<file path="src/rtl/lamp_sequence_monitor.sv">
// rtl/lamp_sequence_monitor.sv - checks red/yellow/green lamp order, latches faults, counts cycles
module lamp_sequence_monitor #(
    parameter int MAX_HOLD = 1,
    parameter int CNT_W    = 8
) (
    input  logic             clock,
    input  logic             reset_n,
    input  logic [0:2]       light,
    input  logic             clear,
    output logic             locked,
    output logic             fault,
    output logic [1:0]       fault_code,
    output logic [CNT_W-1:0] cycle_count,
    output logic [0:2]       expected
);

    localparam int HW = $clog2(MAX_HOLD + 1) + 1;

    localparam logic [0:2] RED    = 3'b100;
    localparam logic [0:2] YELLOW = 3'b010;
    localparam logic [0:2] GREEN  = 3'b001;

    localparam logic [1:0] CODE_NONE    = 2'b00;
    localparam logic [1:0] CODE_ILLEGAL = 2'b01;
    localparam logic [1:0] CODE_ORDER   = 2'b10;
    localparam logic [1:0] CODE_STUCK   = 2'b11;

    typedef enum logic [1:0] {
        SYNC  = 2'd0,
        TRACK = 2'd1,
        FAULT = 2'd2
    } state_t;

    state_t        state;
    logic [0:2]    prev;
    logic [HW-1:0] hold;

    function automatic logic is_one_hot(input logic [0:2] s);
        return (s == RED) || (s == YELLOW) || (s == GREEN);
    endfunction

    // Successor of a one-hot code; anything else maps to 000 so it never matches.
    function automatic logic [0:2] successor(input logic [0:2] s);
        logic [0:2] n;
        n = 3'b000;
        case (s)
            RED:     n = YELLOW;
            YELLOW:  n = GREEN;
            GREEN:   n = RED;
            default: n = 3'b000;
        endcase
        return n;
    endfunction

    // Single FSM: reset beats clear, clear beats the sample taken on the same edge.
    always_ff @(posedge clock) begin
        if (!reset_n) begin
            state       <= SYNC;
            prev        <= 3'b000;
            hold        <= '0;
            locked      <= 1'b0;
            fault       <= 1'b0;
            fault_code  <= CODE_NONE;
            cycle_count <= '0;
            expected    <= 3'b000;
        end else if (clear) begin
            state      <= SYNC;
            prev       <= 3'b000;
            hold       <= '0;
            locked     <= 1'b0;
            fault      <= 1'b0;
            fault_code <= CODE_NONE;
            expected   <= 3'b000;
        end else begin
            case (state)
                SYNC: begin
                    // Power-up garbage from the controller is silently skipped.
                    if (is_one_hot(light)) begin
                        state    <= TRACK;
                        prev     <= light;
                        hold     <= HW'(1);
                        locked   <= 1'b1;
                        expected <= successor(light);
                    end
                end
                TRACK: begin
                    if (!is_one_hot(light)) begin
                        state      <= FAULT;
                        fault      <= 1'b1;
                        fault_code <= CODE_ILLEGAL;
                        locked     <= 1'b0;
                        expected   <= 3'b000;
                    end else if (light == prev) begin
                        // hold+1 > MAX_HOLD is the same as hold >= MAX_HOLD.
                        if (hold >= HW'(MAX_HOLD)) begin
                            state      <= FAULT;
                            fault      <= 1'b1;
                            fault_code <= CODE_STUCK;
                            locked     <= 1'b0;
                            expected   <= 3'b000;
                        end else if (hold != {HW{1'b1}}) begin
                            hold <= hold + HW'(1);
                        end
                    end else if (light == successor(prev)) begin
                        prev     <= light;
                        hold     <= HW'(1);
                        expected <= successor(light);
                        if (light == RED) begin
                            cycle_count <= cycle_count + CNT_W'(1);
                        end
                    end else begin
                        state      <= FAULT;
                        fault      <= 1'b1;
                        fault_code <= CODE_ORDER;
                        locked     <= 1'b0;
                        expected   <= 3'b000;
                    end
                end
                FAULT: begin
                    // Latched until clear or reset; light is ignored here.
                    state <= FAULT;
                end
                default: begin
                    state <= SYNC;
                end
            endcase
        end
    end

endmodule

</file>
<file path="config.mk">
export PLATFORM = sky130hd
export DESIGN_NAME = lamp_sequence_monitor
export DESIGN_NICKNAME = d
export VERILOG_FILES = /design/src/rtl/lamp_sequence_monitor.sv
export SDC_FILE = /design/constraint.sdc
export NUM_CORES = 1
export LEC_CHECK = 0
export ABC_AREA = 0
export CORE_MARGIN = 8
export CORE_UTILIZATION = 25
export DETAILED_ROUTE_END_ITERATION = 10
export PLACE_DENSITY = 0.4
export SYNTH_ARGS = -nofsm -noshare
export SYNTH_HDL_FRONTEND = slang
export SYNTH_SLANG_ARGS = --single-unit
export TNS_END_PERCENT = 10
</file>
<file path="constraint.sdc">
create_clock -name clock -period 3 [get_ports clock]
set_input_delay 0.6 -clock clock [delete_from_list [all_inputs] [get_ports clock]]
set_output_delay 0.6 -clock clock [all_outputs]
set_load 0.01 [all_outputs]
</file>
; ---- Word level (Yosys, flattened, before mapping)
; Index checks and enable logic that the tools add are counted.
[word_totals]
elab_cells = 91
output_inout_bits = 15
regBits = 22
[op_classes]
muxes = 43
bitwise = 3
reduce_logical = 12
eq_ne = 22
addsub = 2
n_lt_le_gt_ge = 1
[op_table]
columns = op, count
row1 = 3-bit two-way mux, 14
row2 = 2-bit two-way mux, 13
row3 = 3-bit case mux with 3 select lines, 2
row4 = 3-bit != test (second input constant), 4
row5 = 3-bit case mux with 2 select lines, 2
row6 = 6-bit AND reduction, 2
row7 = 2-bit != test (second input constant), 5
row8 = 1-bit two-way mux, 9
row9 = 3-bit AND reduction, 3
row10 = 8-bit by 1-bit adder with 8-bit output (second input constant), 1
row11 = 4-bit != test (second input constant), 2
row12 = 3-bit by 1-bit equality test with 1-bit output (second input constant), 2
row13 = 3-bit by 2-bit equality test with 1-bit output (second input constant), 2
row14 = 3-bit equality test, 2
row15 = 3-bit equality test (second input constant), 2
row16 = 2-bit case mux with 3 select lines, 1
row17 = 5-bit AND reduction, 1
row18 = 2-bit case mux with 2 select lines, 1
row19 = 4-bit AND reduction, 1
row20 = 3-bit by 2-bit != test with 1-bit output (second input constant), 1
row21 = 1-bit NOT, 3
row22 = 2-bit by 1-bit adder with 2-bit output (second input constant), 1
row23 = 2-bit by 1-bit equality test with 1-bit output (second input constant), 1
row24 = 2-bit equality test (second input constant), 1
row25 = 6 further kinds, 7

; ---- Longest topological paths before layout
; Gate-level depths: netlist (run 1).
[depth]
ltp_word = 12
ltp_mapped = 9
ltp_nobuf = 7

; ---- Worst setup path after synthesis (run 1)
; Ideal clock, no wire load.
[synth_timing]
kind = in2reg
from = in light[0] (netlist name)
to = reg state[0]
t_arrival_ns = 2.220
path_slack_ns = 0.708
cell_stages = 7
cell_sequence = buf_4 -> or2b_2 -> or3b_4 -> nor2_1 -> a221o_1 -> o31ai_2 -> mux2i_1
[synth_between]
elab_chain_cells = 5
elab_cells_between_ends = 14
classes_between = 8 x eq/ne / 3 x mux / 3 x reduce/logical
[synth_lines]
columns = item, line_no
row1 = "start, declared", 8  ; input logic [0:2] light,
row2 = 3-bit equality test or 3-bit by 2-bit equality test with 1-bit output (tied branches), 39  ; return (s == RED) || (s == YELLOW) || (s == GREEN);
row3 = 1-bit logical OR (2 in series), 39
row4 = "4-bit != test (no line), or another cell as far along", -
row5 = 3-bit AND reduction (no line) or 2-bit case mux with 3 select lines (tied branches), -
row6 = "end signal, assigned", 58  ; state <= SYNC;
row7 = "end signal, assigned", 67  ; state <= SYNC;
row8 = "end signal, assigned", 79  ; state <= TRACK;
row9 = "end, declared", 34  ; state_t state;
; Parallel ways exist; a longest one is shown, timed or not.
; A chain may end at the register's enable or synchronous reset.

; ---- Final worst setup path (run 1)
[layout_timing]
from = in light[0] (netlist name)
to = reg hold[0]
[layout_between]
elab_chain_cells = 5
elab_cells_between_ends = 16
classes_between = 10 x eq/ne / 3 x mux / 3 x reduce/logical
[layout_lines]
columns = item, line_no
row1 = 3-bit equality test or 3-bit by 2-bit equality test with 1-bit output (tied branches), 39
row2 = 1-bit logical OR (2 in series), 39
row3 = 2-bit != test (no line), -
row4 = 6-bit AND reduction (no line), -
row5 = "end signal, assigned", 102  ; hold <= hold + HW'(1);
row6 = "end, declared", 36  ; logic [HW-1:0] hold;
; Parallel ways exist; a longest one is shown, timed or not. The select of a mux whose other input is x is not followed.

==> results.sh, run 1 <==
export IMPL_status="finished clean"
export IMPL_drt_iter0_markers=62
export IMPL_maxCapViolCount=0
export IMPL_synthesis_area_um2=1380
export IMPL_syn_avg_cell_area_um2=8.38
export IMPL_start_util_pct=25.4
export IMPL_layout_nets=199
export IMPL_gp_congestion=0.831
export IMPL_vias=1253
export IMPL_grt_total_usage_pct=9.28
export IMPL_relSlewSlack_pct=59.6
export IMPL_worstSetupPathType="in -> reg"
export IMPL_crit_path_end_kind="register"
export IMPL_finClkSkew_ns=0.00457
export IMPL_postCtsResizedCells=0
export IMPL_clock_sinks=22
export IMPL_synth_most_common_cell="dfxtp_1"
export IMPL_clock_latency_ns=0.26
export IMPL_max_freq_mhz=376
export IMPL_ys_warn_count=0
export IMPL_drc_errors=0
export IMPL_core_area_um2=5440
export IMPL_min_period_ns=2.66
export IMPL_synth_top_area_share_pct=31.9
export IMPL_die_w_um=90.4
export IMPL_syn_nets=176
export IMPL_async_reset_ff_share_pct=0
export IMPL_htreeDepth=1
export IMPL_pwr_density_cell_nw_per_um2=375
export IMPL_die_y_um=90.4
export IMPL_cts_tree="yes"
export IMPL_cts_made_buffers=3
export IMPL_grt_pass1_wl_mm=6.28
export IMPL_dp_slack_ns=0.0600
export IMPL_final_hold_violation_count=0
export IMPL_fin_crit_sh_pct=88.7
export IMPL_synthFlopType="dfxtp_1"
export IMPL_crit_required_ns=3.19
export IMPL_wire_per_inst_um=13.9
export IMPL_cts_root_buf="clkbuf_8"
export IMPL_cts_buffer_depth=2
export IMPL_synth_seq_area_share_pct=31.9
export IMPL_drive_gt1_share_pct=10.2
export IMPL_die_area_um2=8170
export IMPL_rrSetupSlack_ns=0.71
export IMPL_ys_seq_elements=22
export IMPL_io_pins=21
export IMPL_rsz0062_at_grt="no"
export IMPL_fillers=557
export IMPL_overflow=0
export IMPL_start_kind="input port"
export IMPL_peakVddDrop_mv=0.153
export IMPL_grt_max_degree=13
export IMPL_synth_common_cells="dfxtp_1 (22), nand2_1 (14), inv_1 (12)"
export IMPL_finalWirelength_mm=3.59
export IMPL_clkTransAtPathRegs_ns=0.08
export IMPL_vias_per_cell=4.84
export IMPL_worstHoldPathType="reg -> reg"
export IMPL_p_leak_nw=0.622
export IMPL_worstPathArrival_ns=2.85
export IMPL_antenna_found_initial=0
export IMPL_fin_setup_tns_ns=0
export IMPL_port_buffer_count=20
export IMPL_crit_path_max_fanout=7
export IMPL_dpl_hpwl_mm=2.82
export IMPL_diodes=0
export IMPL_dr_pass1_iters=4
export IMPL_finalSetupViolCount=0
export IMPL_flow_area_growth_from_synthesis_pct=25.6
export IMPL_worst_slew_pin_slew_ns=0.605
export IMPL_drtAntennaViolNets=0
export IMPL_synth_edff_count=0
export IMPL_cts_setup_buffers=0
export IMPL_syn_inst=165
export IMPL_ys_types=51
export IMPL_synth_area_leader_cell="dfxtp_1"
export IMPL_hold_buffers=0
export IMPL_fin_ws_ns=0.338
export IMPL_rows=27
export IMPL_grt_pass1_vias=1353
export IMPL_drv_slew=0
export IMPL_synthTopCellsByArea="dfxtp_1 (32%), ha_1 (4.5%), nand2_1 (3.8%)"
## where the power goes
part           switching [mW]  internal (mW)
logic                  0.0741         0.0571
clock network          0.0972          0.117
registers             0.00683          0.300
total                   0.178          0.474
## metrics by stage
stage	area (um2)	instances	utilization [%]	hold slack, ns	total power, mW
after floorplan	1380	165	-	0.438	0.399
after global placement	1680	255	30.9	0.436	0.442
after detailed placement	1680	255	30.9	0.438	0.444
after CTS	1740	259	31.9	0.451	0.664
after global routing	1740	259	31.9	0.478	0.695
final	1740	259	31.9	0.447	0.652
## cell families (layout without fill, tap and decap cells)
family                   after synthesis  count (layout)  synth area share [%]
buffers and inverters                 21              43                  6.42
AO/OA/AOI/OAI                         40              40                  22.4
flip-flops                            22              22                  31.9
adder cells (fa/ha/maj)                6               6                  5.25
AND/OR/NAND/NOR                       63              63                  25.3
multiplexers                           5               5                  3.62
XOR/XNOR                               8               8                  5.07
## per-layer routing
metal / track usage (%) / wire [um] / up-vias
li1: - / - / 637
met1: 11.7 / 1830 / 594
met2: 14.4 / 1590 / 20
met3: 2.58 / 144 / 2
met4: 4.02 / 24 / 0
met5: 0 / 0 / -
## critical path: stages
cell	delay, ns
clkdlybuf4s50_1	0.61
or2b_2	0.20
or3b_4	0.42
nor3_4	0.27
a221oi_2	0.10
or4_1	0.52
a21oi_1	0.14
## area by class of cell
| type | count | area [um2] | area share [%] |
|---|---|---|---|
| flip-flops and latches | 22 | 440 | 25.4 |
| clock buffers | 4 | 55.1 | 3.17 |
| well taps | 72 | 90.1 | 5.19 |
| repair buffers | 27 | 253 | 14.6 |
| multi-input cells | 122 | 853 | 49.1 |
| inverters | 12 | 45.0 | 2.59 |
## cells in the final DEF (no fill, tap or decap), types with 3 or more instances in the layout
cell type / n
dfxtp_1: 22
clkdlybuf4s50_1: 20
nand2_1: 14
inv_1: 12
nor2_1: 10
and2_1: 7
buf_4: 7
a21oi_1: 6
o21ai_0: 6
nand3_1: 6
mux2i_1: 5
ha_1: 5
nor2b_1: 4
xor2_1: 4
a31oi_1: 4
nor3_1: 4
xnor2_1: 4
clkbuf_8: 4
nand2b_1: 3
nor4_1: 3
a32o_1: 3
## flip-flops by register name, indices dropped and copies added (netlist names)
name / flops
fault_code: 2
prev: 3
state: 2
expected: 3
hold: 2
locked: 1
cycle_count: 8
fault: 1
## path summary, 6_finish.rpt
kind / startpoint / end / cells past startpoint
worst max-delay path: light[0] / hold[0] / 7
worst min-delay path: fault_code[0] / fault_code[0] / 2
worst max register to register: prev[2] / state[1] / 6
worst min register to register: fault_code[0] / fault_code[0] / 2
Power figures use the tool's default switching activity.
==> inputs of run 2 (changes only) <==
Settings changed: GPL_TIMING_DRIVEN set to 0.
==> run 2 against run 1 <==
Total power up 0.44%. Register-to-register slack worse by 0.13 ns. Non-clock buffer count up 1. First-iteration DRC count fell by 52%. Setup slack gained 0.012 ns. Critical path depth unchanged. Maximum frequency rose by 0.44%. Count of clock-buffer cells in the layout did not move. Global-route usage is 0.15 points lower. Critical endpoint is now state[0]. Final area fell by 1.1%. Clock skew grew 0.0034 ns. Wire length up 0.95%.
==> results.sh, run 2 (synthesis gave the netlist of run 1 again) <==
export IMPL_status="finished clean"
export IMPL_flow_area_growth_from_synthesis_pct=24.3
export IMPL_gp_congestion=0.858
export IMPL_clock_sinks=22
export IMPL_power_switching_share_pct=28.4
export IMPL_final_cell_area_um2=1720
export IMPL_dpl_hpwl_mm=2.73
export IMPL_vias_per_cell=5.03
export IMPL_start_util_pct=25.4
export IMPL_relSlewSlack_pct=65.5
export IMPL_dp_cells=256
export IMPL_cts_buffer_depth=2
export IMPL_largest_register_ffs=8
export IMPL_peakVddDrop_mv=0.152
export IMPL_htreeDepth=1
export IMPL_rows=27
export IMPL_crit_required_ns=3.20
export IMPL_die_y_um=90.4
export IMPL_layout_common_cells="dfxtp_1 (22), clkdlybuf4s50_1 (19), nand2_1 (14), inv_1 (12), nor2_1 (10)"
export IMPL_hold_path_depth=2
export IMPL_finalSetupViolCount=0
export IMPL_grt_max_degree=13
export IMPL_die_area_um2=8170
export IMPL_layout_commonest_cell="dfxtp_1"
export IMPL_io_pins=21
export IMPL_cp_slowest_cell="clkdlybuf4s50_1"
export IMPL_power_frac_seq_pct=46.6
export IMPL_drive_gt1_share_pct=8.51
export IMPL_overflow=0
export IMPL_wire_per_inst_um=13.9
export IMPL_path_cells="clkdlybuf4s50_1, clkbuf_1, xor2_1, o21a_1, nand2_1, o31ai_2, mux2i_1"
export IMPL_fin_crit_sh_pct=88.4
export IMPL_dr_pass1_iters=4
export IMPL_worstSetupPathType="in -> reg"
export IMPL_clkTransAtPathRegs_ns=0.09
export IMPL_layout_nets=200
export IMPL_hold_buffers=0
export IMPL_min_period_ns=2.65
export IMPL_p_int_uw=469
export IMPL_reg_top3="cycle_count: 8 flops, expected: 3 flops, prev: 3 flops"
export IMPL_vias=1309
export IMPL_worst_slew_pin_slew_ns=0.515
export IMPL_cts_made_buffers=3
export IMPL_p_leak_nw=0.608
export IMPL_clock_latency_ns=0.27
export IMPL_cpPeakStageDelay_ns=0.53
export IMPL_die_w_um=90.4
export IMPL_fin_setup_tns_ns=0
export IMPL_drc_errors=0
export IMPL_grt_pass1_vias=1227
export IMPL_antenna_found_initial=0
export IMPL_maxCapViolCount=0
export IMPL_crit_path_max_fanout=10
export IMPL_final_core_util_pct=31.6
export IMPL_grt_pass1_wl_mm=6.07
export IMPL_core_area_um2=5440
export IMPL_port_buffer_count=19
export IMPL_grt_total_usage_pct=9.13
export IMPL_rr_worst_depth=9
export IMPL_start_kind="input port"
export IMPL_placed_area_um2=1660
export IMPL_cts_tree="yes"
export IMPL_switchingPower_uw=186
export IMPL_pwr_density_cell_nw_per_um2=381
export IMPL_finalNonFillerCells=260
export IMPL_whs_ns=0.446
export IMPL_p_clk_share_pct=34.0
export IMPL_worstPathArrival_ns=2.85
export IMPL_fin_ws_ns=0.349
export IMPL_drv_slew=0
export IMPL_finClkSkew_ns=0.00795
export IMPL_regMostFlops="cycle_count"
export IMPL_cts_setup_buffers=0
export IMPL_dp_slack_ns=0.0951
export IMPL_worstHoldPathType="reg -> reg"
export IMPL_drtAntennaViolNets=0
export IMPL_drt_iter0_markers=30
export IMPL_postCtsResizedCells=0
export IMPL_finalWirelength_mm=3.62
export IMPL_total_power_uw=655
export IMPL_crit_path_end_kind="register"
export IMPL_max_freq_mhz=377
export IMPL_diodes=0
export IMPL_combPwrFrac_pct=19.4
export IMPL_rsz0062_at_grt="no"
export IMPL_fillers=570
export IMPL_cts_root_buf="clkbuf_8"
export IMPL_final_hold_violation_count=0
-- run 2: worst max-delay path, delay by kind of cell --
| kind | cells | cell delay, ns |
|---|---|---|
| buffers and inverters | 2 | 0.89 |
| AOI/OAI and AO/OA | 2 | 0.72 |
| xor gates and xnor gates | 1 | 0.24 |
| muxes | 1 | 0.23 |
| and+or+nand+nor | 1 | 0.16 |
-- run 2: path summary, 6_finish.rpt --
kind                  from             end  slack [ns]
max               light[1]        state[0]        0.35
max reg2reg       state[1]  cycle_count[7]        0.58
min          fault_code[0]   fault_code[0]        0.45
min reg2reg  fault_code[0]   fault_code[0]        0.45
-- run 2: power by group through the flow --
stage | Combinational [mW] | Sequential (mW) | Clock (mW)
2_1_floorplan | 0.0864 | 0.312 | 0
3_5_place_dp | 0.126 | 0.312 | 0
3_3_place_gp | 0.124 | 0.311 | 0
5_1_grt | 0.141 | 0.306 | 0.246
6_report | 0.127 | 0.305 | 0.222
4_1_cts | 0.127 | 0.305 | 0.230
-- run 2: layer usage --
layer | up-vias | part of all wire [%] | global-route usage [%]
met5 | - | 0 | 0
met4 | 0 | 2.1 | 4.58
met3 | 7 | 5.3 | 2.41
met2 | 38 | 44 | 13.6
met1 | 619 | 49 | 11.8
li1 | 645 | - | -
-- run 2: layout make-up --
class,count,area (um2),share of cell area (%)
Timing Repair Buffer,19,190,11.1
Inverter,12,45.0,2.62
Buffer,9,43.8,2.55
Tap cell,72,90.1,5.24
Clock buffer,4,55.1,3.20
Multi-Input combinational cell,122,853,49.7
Sequential cell,22,440,25.6
==> inputs of run 3 (changes only) <==
Settings changed: PLACE_DENSITY 0.4 to unset.
==> run 3 against run 2 <==
First-iteration DRC count grew to 2.9 times the previous value. Register-to-register slack is essentially flat. Worst hold slack gained 0.0050 ns. Critical path type unchanged. Largest cell class unchanged. Sequential power is essentially flat.
==> results.sh, run 3 (synthesis gave the netlist of run 1 again) <==
export IMPL_total_power_uw=647
export IMPL_max_freq_mhz=370
export IMPL_rows=27
export IMPL_p_leak_nw=0.608
export IMPL_hold_path_depth=2
export IMPL_p_clk_share_pct=33.5
export IMPL_antenna_found_initial=0
export IMPL_drc_errors=0
export IMPL_overflow=0
export IMPL_vias_per_cell=4.90
export IMPL_crit_path_end_kind="register"
export IMPL_port_buffer_count=19
export IMPL_finClkSkew_ns=0.00751
export IMPL_worstPathArrival_ns=2.91
export IMPL_power_switching_share_pct=27.6
export IMPL_die_y_um=90.4
export IMPL_postCtsResizedCells=0
export IMPL_clkTransAtPathRegs_ns=0.09
export IMPL_start_kind="input port"
export IMPL_grt_max_degree=13
export IMPL_clock_latency_ns=0.26
export IMPL_diodes=0
export IMPL_vias=1275
export IMPL_switchingPower_uw=179
export IMPL_hold_buffers=0
export IMPL_grt_pass1_wl_mm=5.79
export IMPL_dr_pass1_iters=4
export IMPL_whs_ns=0.451
export IMPL_layout_common_cells="dfxtp_1 (22), clkdlybuf4s50_1 (19), nand2_1 (14), inv_1 (12), nor2_1 (10)"
export IMPL_fin_crit_sh_pct=90.1
export IMPL_critPathCapture="expected[0]"
export IMPL_die_w_um=90.4
export IMPL_r2r_end="cycle_count[7]"
export IMPL_crit_required_ns=3.21
export IMPL_drive_gt1_share_pct=8.51
export IMPL_wire_per_inst_um=12.9
export IMPL_relSlewSlack_pct=61.3
export IMPL_cts_tree="yes"
export IMPL_die_area_um2=8170
export IMPL_p_int_uw=468
export IMPL_io_pins=21
export IMPL_startpoint="light[1]"
export IMPL_reg2reg_from="state[1]"
export IMPL_pwr_density_cell_nw_per_um2=377
export IMPL_cts_buffer_depth=2
export IMPL_peakVddDrop_mv=0.154
export IMPL_regMostFlops="cycle_count"
export IMPL_dpl_hpwl_mm=2.52
export IMPL_layout_commonest_cell="dfxtp_1"
export IMPL_htreeDepth=1
export IMPL_largest_register_ffs=8
export IMPL_finalWirelength_mm=3.35
export IMPL_min_period_ns=2.70
export IMPL_drtAntennaViolNets=0
export IMPL_cts_setup_buffers=0
export IMPL_rrSetupSlack_ns=0.59
export IMPL_maxCapViolCount=0
export IMPL_finalSetupViolCount=0
export IMPL_final_core_util_pct=31.6
export IMPL_drt_iter0_markers=88
export IMPL_drv_slew=0
export IMPL_worst_slew_pin_slew_ns=0.577
export IMPL_reg_top3="cycle_count: 8 flops, expected: 3 flops, prev: 3 flops"
export IMPL_rsz0062_at_grt="no"
export IMPL_cts_made_buffers=3
export IMPL_combPwrFrac_pct=19.4
export IMPL_final_hold_violation_count=0
export IMPL_status="finished clean"
export IMPL_rr_worst_depth=9
export IMPL_start_util_pct=25.4
export IMPL_flow_area_growth_from_synthesis_pct=24.3
export IMPL_grt_pass1_vias=1215
export IMPL_grt_total_usage_pct=8.28
export IMPL_worstSetupPathType="in -> reg"
export IMPL_layout_nets=200
export IMPL_power_frac_seq_pct=47.1
export IMPL_crit_path_max_fanout=10
export IMPL_fillers=572
export IMPL_cts_root_buf="clkbuf_8"
export IMPL_core_area_um2=5440
export IMPL_clock_sinks=22
export IMPL_fin_setup_tns_ns=0
export IMPL_worstHoldPathType="reg -> reg"
export IMPL_gp_congestion=0.894
export IMPL_worstHoldStart="fault"
run 3: cell counts in the layout (fill, tap and decap cells not counted):
No cell type changed its count.
run 3: metrics by stage:
step	std cells	cell area (um2)	setup slack, ns
after floorplan	165	1380	0.708
after global placement	256	1660	0.146
after detailed placement	256	1660	0.0794
after CTS	260	1720	0.344
after global routing	260	1720	0.168
final	260	1720	0.297
run 3: worst max-delay path, cell delays in order:
cell,delay (ns)
clkdlybuf4s50_1,0.53
clkbuf_1,0.34
xor2_1,0.15
o21ai_1,0.47
a31oi_1,0.08
a211oi_1,0.55
a32o_1,0.20
run 3: how the worst min path moves through the flow:
stage | endpoint | slack (ns)
floorplan | state[1] | 0.44
global placement | fault | 0.44
global route | fault_code[0] | 0.49
CTS | fault_code[0] | 0.46
detailed placement | fault_code[0] | 0.44
finish | fault | 0.45
run 3: cell type report:
cell class | count | area (um2) | share of cell area (%)
inverter | 12 | 45.0 | 2.62
sequential | 22 | 440 | 25.6
timing repair buffer | 19 | 190 | 11.1
tap | 72 | 90.1 | 5.24
clock buffer | 4 | 55.1 | 3.20
multi-input combinational | 122 | 853 | 49.7
buffer | 9 | 43.8 | 2.55
run 3: power by group through the flow:
stage | Clock, mW | Combinational, mW | Sequential, mW
2_1_floorplan | 0 | 0.0864 | 0.312
3_3_place_gp | 0 | 0.123 | 0.311
3_5_place_dp | 0 | 0.124 | 0.311
4_1_cts | 0.228 | 0.125 | 0.305
5_1_grt | 0.234 | 0.139 | 0.306
6_report | 0.217 | 0.126 | 0.305
run 3: layer usage:
| metal | wire length [um] | GRT usage, % | vias to the layer above | part of all wire [%] |
|---|---|---|---|---|
| met2 | 1640 | 14.2 | 20 | 49 |
| li1 | - | - | 643 | - |
| met5 | 0 | 0 | - | 0 |
| met3 | 109 | 1.25 | 5 | 3.3 |
| met1 | 1540 | 10.0 | 607 | 46 |
| met4 | 55 | 3.47 | 0 | 1.6 |
